### config.mk
export PLATFORM = sky130hd
export DESIGN_NAME = bcd2_display_drv_flat
export DESIGN_NICKNAME = d
export VERILOG_FILES = /design/src/rtl/bcd2_display_drv_pkg.sv /design/src/rtl/bcd2_display_drv_if.sv /design/src/rtl/bcd2_display_drv_bcd_to_7seg.sv /design/src/rtl/bcd2_display_drv.sv /design/src/flat_wrapper.sv
export SDC_FILE = /design/constraint.sdc
export NUM_CORES = 1
export LEC_CHECK = 0
export CAP_MARGIN = 10
export CORE_MARGIN = 2
export CORE_UTILIZATION = 40
export DETAILED_ROUTE_END_ITERATION = 8
export GPL_ROUTABILITY_DRIVEN = 0
export PLACE_DENSITY = 0.72
export SLEW_MARGIN = 10
export SYNTH_ARGS = -nofsm -noshare
export SYNTH_HDL_FRONTEND = slang
export SYNTH_SLANG_ARGS = --single-unit
### constraint.sdc
create_clock -name clk -period 3.1 [get_ports clk]
set_input_delay 0.62 -clock clk [delete_from_list [all_inputs] [get_ports clk]]
set_output_delay 0.62 -clock clk [all_outputs]
set_load 0.02 [all_outputs]
### src/rtl/bcd2_display_drv_pkg.sv
// ---------------------------------------------------------------------------
// bcd2_display_pkg
// Shared types and constants for the two-digit multiplexed BCD display
// driver: digit-select state type, active-low segment patterns
// ({g,f,e,d,c,b,a}) and active-low digit-enable patterns.
// No ports (package).
// ---------------------------------------------------------------------------
package bcd2_display_pkg;

    typedef enum logic {
        ONES = 1'b0,
        TENS = 1'b1
    } digit_sel_e;

    localparam logic [6:0] SEG_0     = 7'b1000000;
    localparam logic [6:0] SEG_1     = 7'b1111001;
    localparam logic [6:0] SEG_2     = 7'b0100100;
    localparam logic [6:0] SEG_3     = 7'b0110000;
    localparam logic [6:0] SEG_4     = 7'b0011001;
    localparam logic [6:0] SEG_5     = 7'b0010010;
    localparam logic [6:0] SEG_6     = 7'b0000010;
    localparam logic [6:0] SEG_7     = 7'b1111000;
    localparam logic [6:0] SEG_8     = 7'b0000000;
    localparam logic [6:0] SEG_9     = 7'b0010000;
    localparam logic [6:0] SEG_BLANK = 7'b1111111;

    localparam logic [1:0] AN_ONES = 2'b10;
    localparam logic [1:0] AN_TENS = 2'b01;
    localparam logic [1:0] AN_NONE = 2'b11;

    function automatic logic is_bcd(input logic [3:0] d);
        return (d <= 4'd9);
    endfunction

endpackage

### src/rtl/bcd2_display_drv_if.sv
// ---------------------------------------------------------------------------
// bcd2_display_drv_if
// Bundles the digit-load strobe/data and the display outputs.
//   load  : capture strobe for ones/tens
//   ones  : BCD units digit
//   tens  : BCD tens digit
//   seg   : active-low segments {g,f,e,d,c,b,a}
//   an    : active-low digit enables (an[0] units, an[1] tens)
//   err   : sticky invalid-digit flag
// master = digit source, slave = display driver.
// ---------------------------------------------------------------------------
interface bcd2_display_drv_if;

    logic       load;
    logic [3:0] ones;
    logic [3:0] tens;
    logic [6:0] seg;
    logic [1:0] an;
    logic       err;

    modport master (
        output load, ones, tens,
        input  seg, an, err
    );

    modport slave (
        input  load, ones, tens,
        output seg, an, err
    );

endinterface

### src/rtl/bcd2_display_drv_bcd_to_7seg.sv
// ---------------------------------------------------------------------------
// bcd_to_7seg
// Combinational BCD to active-low 7-segment decoder. Codes above 9 blank.
//   bcd_i : 4-bit BCD digit
//   seg_o : segments {g,f,e,d,c,b,a}, active low
// ---------------------------------------------------------------------------
module bcd_to_7seg
    import bcd2_display_pkg::*;
(
    input  logic [3:0] bcd_i,
    output logic [6:0] seg_o
);

    always_comb begin
        seg_o = SEG_BLANK;
        case (bcd_i)
            4'd0:    seg_o = SEG_0;
            4'd1:    seg_o = SEG_1;
            4'd2:    seg_o = SEG_2;
            4'd3:    seg_o = SEG_3;
            4'd4:    seg_o = SEG_4;
            4'd5:    seg_o = SEG_5;
            4'd6:    seg_o = SEG_6;
            4'd7:    seg_o = SEG_7;
            4'd8:    seg_o = SEG_8;
            4'd9:    seg_o = SEG_9;
            default: seg_o = SEG_BLANK;
        endcase
    end

endmodule

### src/rtl/bcd2_display_drv.sv
// ---------------------------------------------------------------------------
// bcd2_display_drv
// Two-digit multiplexed BCD display driver. Valid loads are captured into
// shadow registers; a prescaler selects which digit slot is shown, and the
// segment/enable outputs are registered from the current slot and shadows.
//
// Ports:
//   clk   : clock, rising edge
//   rst_n : asynchronous active-low reset
//   bus   : bcd2_display_drv_if.slave (load/ones/tens in, seg/an/err out)
// Parameters:
//   REFRESH_DIV : clock cycles per digit slot (2..2^20)
// Build option:
//   BCD2_DISPLAY_DRV_LZB_EN : blank the tens digit (seg and an) when it is 0
//
// state | meaning
// ------+------------------------------------------
// ONES  | units digit slot, an = 2'b10
// TENS  | tens digit slot,  an = 2'b01 (2'b11 when blanked)
// ---------------------------------------------------------------------------
module bcd2_display_drv
    import bcd2_display_pkg::*;
#(
    parameter int unsigned REFRESH_DIV = 50000
)(
    input  logic                  clk,
    input  logic                  rst_n,
    bcd2_display_drv_if.slave     bus
);

    localparam int unsigned    CNT_W  = (REFRESH_DIV > 2) ? $clog2(REFRESH_DIV) : 1;
    localparam logic [CNT_W-1:0] CNT_TC = CNT_W'(REFRESH_DIV - 1);

    logic [CNT_W-1:0] cnt_q, cnt_d;
    digit_sel_e       state_q, state_d;
    logic [3:0]       sh_ones_q, sh_ones_d;
    logic [3:0]       sh_tens_q, sh_tens_d;
    logic             err_q, err_d;
    logic [6:0]       seg_q, seg_d;
    logic [1:0]       an_q, an_d;

    logic             tc;
    logic [3:0]       dec_in;
    logic [6:0]       dec_out;

    bcd_to_7seg u_dec (
        .bcd_i (dec_in),
        .seg_o (dec_out)
    );

    always_comb begin
        tc        = (cnt_q == CNT_TC);
        cnt_d     = tc ? '0 : cnt_q + CNT_W'(1);

        state_d   = state_q;
        if (tc) begin
            state_d = (state_q == ONES) ? TENS : ONES;
        end

        // A bad digit rejects the whole load so the display never shows a
        // half-updated pair.
        sh_ones_d = sh_ones_q;
        sh_tens_d = sh_tens_q;
        err_d     = err_q;
        if (bus.load) begin
            if (is_bcd(bus.ones) && is_bcd(bus.tens)) begin
                sh_ones_d = bus.ones;
                sh_tens_d = bus.tens;
                err_d     = 1'b0;
            end else begin
                err_d     = 1'b1;
            end
        end

        // Outputs follow the registered slot and shadows, one cycle behind.
        dec_in = (state_q == ONES) ? sh_ones_q : sh_tens_q;
        seg_d  = dec_out;
        an_d   = (state_q == ONES) ? AN_ONES : AN_TENS;
`ifdef BCD2_DISPLAY_DRV_LZB_EN
        if ((state_q == TENS) && (sh_tens_q == 4'd0)) begin
            seg_d = SEG_BLANK;
            an_d  = AN_NONE;
        end
`endif
    end

    always_ff @(posedge clk or negedge rst_n) begin
        if (!rst_n) begin
            cnt_q     <= '0;
            state_q   <= ONES;
            sh_ones_q <= 4'd0;
            sh_tens_q <= 4'd0;
            err_q     <= 1'b0;
            seg_q     <= SEG_0;
            an_q      <= AN_ONES;
        end else begin
            cnt_q     <= cnt_d;
            state_q   <= state_d;
            sh_ones_q <= sh_ones_d;
            sh_tens_q <= sh_tens_d;
            err_q     <= err_d;
            seg_q     <= seg_d;
            an_q      <= an_d;
        end
    end

    assign bus.seg = seg_q;
    assign bus.an  = an_q;
    assign bus.err = err_q;

endmodule

### src/flat_wrapper.sv
// flat-port wrapper written by rule: the top's interface ports become plain ports
module bcd2_display_drv_flat import bcd2_display_pkg::*;
#(
    parameter int unsigned REFRESH_DIV = 50000
)
  (clk, rst_n, bus_load, bus_ones, bus_tens, bus_seg, bus_an, bus_err);
  bcd2_display_drv_if bus_i ();
  input  logic clk;
  input  logic rst_n;
  input wire logic [$bits(bus_i.load)-1:0] bus_load;
  input wire logic [$bits(bus_i.ones)-1:0] bus_ones;
  input wire logic [$bits(bus_i.tens)-1:0] bus_tens;
  output wire logic [$bits(bus_i.seg)-1:0] bus_seg;
  output wire logic [$bits(bus_i.an)-1:0] bus_an;
  output wire logic [$bits(bus_i.err)-1:0] bus_err;
  assign bus_i.load = bus_load;
  assign bus_i.ones = bus_ones;
  assign bus_i.tens = bus_tens;
  assign bus_seg = bus_i.seg;
  assign bus_an = bus_i.an;
  assign bus_err = bus_i.err;
  bcd2_display_drv #(.REFRESH_DIV(REFRESH_DIV)) u_core (.clk(clk), .rst_n(rst_n), .bus(bus_i));
endmodule
==> results.toml <==
[power_and_ir_drop]
leakagePower_nw = 0.8307
ir_drop_mv = 0.3595
power.density_mw_per_mm2 = 583.2
p_total_mw = 1.142

[synthesis]
synth_warnings = 0
synth_top_area_frac = 0.5168
synth-seq-area-share = 0.5497
yosys_register_bits = 35
synth_top_area_cell = "dfrtp_1"
synthDistinctLibCells = 27
synth.area.top_cells = "dfrtp_1, xnor2_1, mux2_2"
syn_nets = 157
syn-cell-area_mm2 = 0.001598
syn_inst = 140
avgSynthCellArea_um2 = 11.41

[clocking]
root_buffer = "clkbuf_8"
cts_resized = 0
clk_pin_slew_ns = 0.07
htree_levels = 2
clkSinkCount = 35
hold_buffers = 0
cts_tree = "done"
cts_max_path_buffers = 2
cts_setup_buffers = 0
cts_buffers = 5
clk_latency_ns = 0.28

[timing]
tightest_slew_ns = 0.5751
period_needed_ns = 2.010
finalCritPeriodShare = 0.6484
max_freq_mhz = 497.5
setup_tns_ns = 0
finClkSkew_ns = 0.005950
setup_violations = 0
grt_setup_unrepaired = "no"
maxSlewHeadroom = 0.6056
drv_slew = 0
hold_viol = 0

[worst_setup_path]
crit_family = "buffers and inverters"
slowest_delay_ns = 0.59
cp_cell_sequence = "clkdlybuf4s50_1"
arrival_ns = 1.39
cpMaxStageDelayCell = "clkdlybuf4s50_1"
cp_max_fo = 1
critPathBufInv = 1
worstSetupPathType = "register to primary output"
crit_cells = 1
critPathLaunchType = "register"
worst_setup_path_end_kind = "primary output"
reg2reg_depth = 3
worst_ep_required_time_ns = 2.48

[detailed_routing]
wl_um = 2830
drc = 0
avgRoutedWirePerCell_um = 13.16
firstDrtPassIters = 5
ant_nets = 0
drtIter0Drc = 40
via_per_inst = 5.223
vias = 1123

[die]
die_area_mm2 = 0.004516
fp.dieW_um = 67.20
die_height_um = 67.20
initial_core_util = 0.4268
rows = 22
io_pins = 21
fp.coreArea_mm2 = 0.003744

[grt]
grt_overflow = 0
track_usage = 0.1510
grt_max_degree = 36
grt_pass1_wl_um = 4995
antenna_found_initial = 0
first_global_vias = 1139

[finish]
instances_no_fill = 215
n_fill_cell = 354
layout_commonest_cell = "dfrtp_1"
nets = 183
final_cell_mix = "dfrtp_1, clkdlybuf4s50_1, nor2_1"
drive_gt1_frac = 0.1377
antenna_cells = 0
syn2layout_area_growth_pct = 22.55

[outcome]
status = "finished clean"

[run]
cap_violations = 0

[placement]
dp_hpwl_um = 2095
io_buffers = 20
placedCellCount = 207

[hold_path]
hold_path_depth = 1
hold_class = "register to register"
## cells by family (layout without fill, tap and decap cells)
kind of cell | after synthesis | after routing | share of synthesized area
fa+ha+maj | 6 | 6 | 0.04698
xor+xnor | 16 | 16 | 0.08771
flops | 35 | 35 | 0.5497
compound gates | 14 | 14 | 0.05247
mux | 12 | 12 | 0.08223
simple gates | 50 | 50 | 0.1645
buf+inv | 7 | 34 | 0.01645
## report_power, final
group / switching [mW] / internal [mW]
clock network: 0.152 / 0.203
logic: 0.135 / 0.122
registers: 0.0187 / 0.512
## final cells by class
class	count	area, um^2	area share
sequential	35	878.3	0.4486
multi-input combinational	98	693.2	0.3540
timing repair buffer	21	207.7	0.1061
clock buffer	8	100.1	0.05112
tap	48	60.06	0.03067
inverter	5	18.77	0.009585
## metal layers
metal  vias to the layer above  global-route usage  wire [um]
met5                         -                   0          0
met4                         0             0.06888         59
met3                         8             0.04500        128
met2                        26              0.2537       1403
met1                       554              0.1775       1240
li1                        535                   -          -
## final timing paths
| path | from | end | slack (ns) |
|---|---|---|---|
| setup / recovery | u_core.bus.seg[6] | bus_seg[6] | 1.09 |
| hold / removal | u_core.bus.err | u_core.bus.err | 0.49 |
| setup reg to reg | u_core.cnt_q[10] | u_core.cnt_q[1] | 1.16 |
| hold reg to reg | u_core.bus.err | u_core.bus.err | 0.49 |
| max in group asynchronous | rst_n | u_core.bus.an[1] | 2.03 |
| min in group asynchronous | rst_n | u_core.bus.seg[3] | 0.74 |
## flip-flops by register name, indices dropped and copies added (netlist names)
name              flops
u_core.bus.an         2
u_core.bus.err        1
u_core.bus.seg        7
u_core.cnt_q         16
u_core.sh_ones_q      4
u_core.sh_tens_q      4
u_core.state_q        1
## Yosys cell counts
library cell / instances
dfrtp_1: 33
nor2_1: 19
xnor2_1: 13
mux2_2: 9
nand3_1: 8
a21oi_1: 7
nand2_1: 7
ha_1: 6
inv_1: 5
nand4_1: 4
mux2i_1: 3
nor3_1: 3
xor2_1: 3
clkbuf_1: 2
dfstp_2: 2
nor4_1: 2
o21a_1: 2
o21ai_0: 2
o22a_1: 2
and2b_2: 1
and3_2: 1
and4_1: 1
nand2b_1: 1
nand4b_1: 1
nor4_4: 1
o22ai_1: 1
or4_4: 1
## per-stage QoR
stage / setup slack [ns] / cell area (um^2) / utilization / hold slack, ns
floorplan: 1.353 / 1598 / - / 0.3244
global placement: 1.066 / 1858 / 0.4963 / 0.4676
detailed placement: 0.9824 / 1858 / 0.4963 / 0.4698
CTS: 1.077 / 1958 / 0.5231 / 0.4901
global route: 1.033 / 1958 / 0.5231 / 0.5095
finish: 1.090 / 1958 / 0.5231 / 0.4873
## worst reg2reg max path, stage by stage (launching register included)
cell	delay (ns)
dfrtp_1	0.44
or4_4	0.57
nor4_4	0.54
and2b_2	0.28
(Power assumes the default switching activity.)
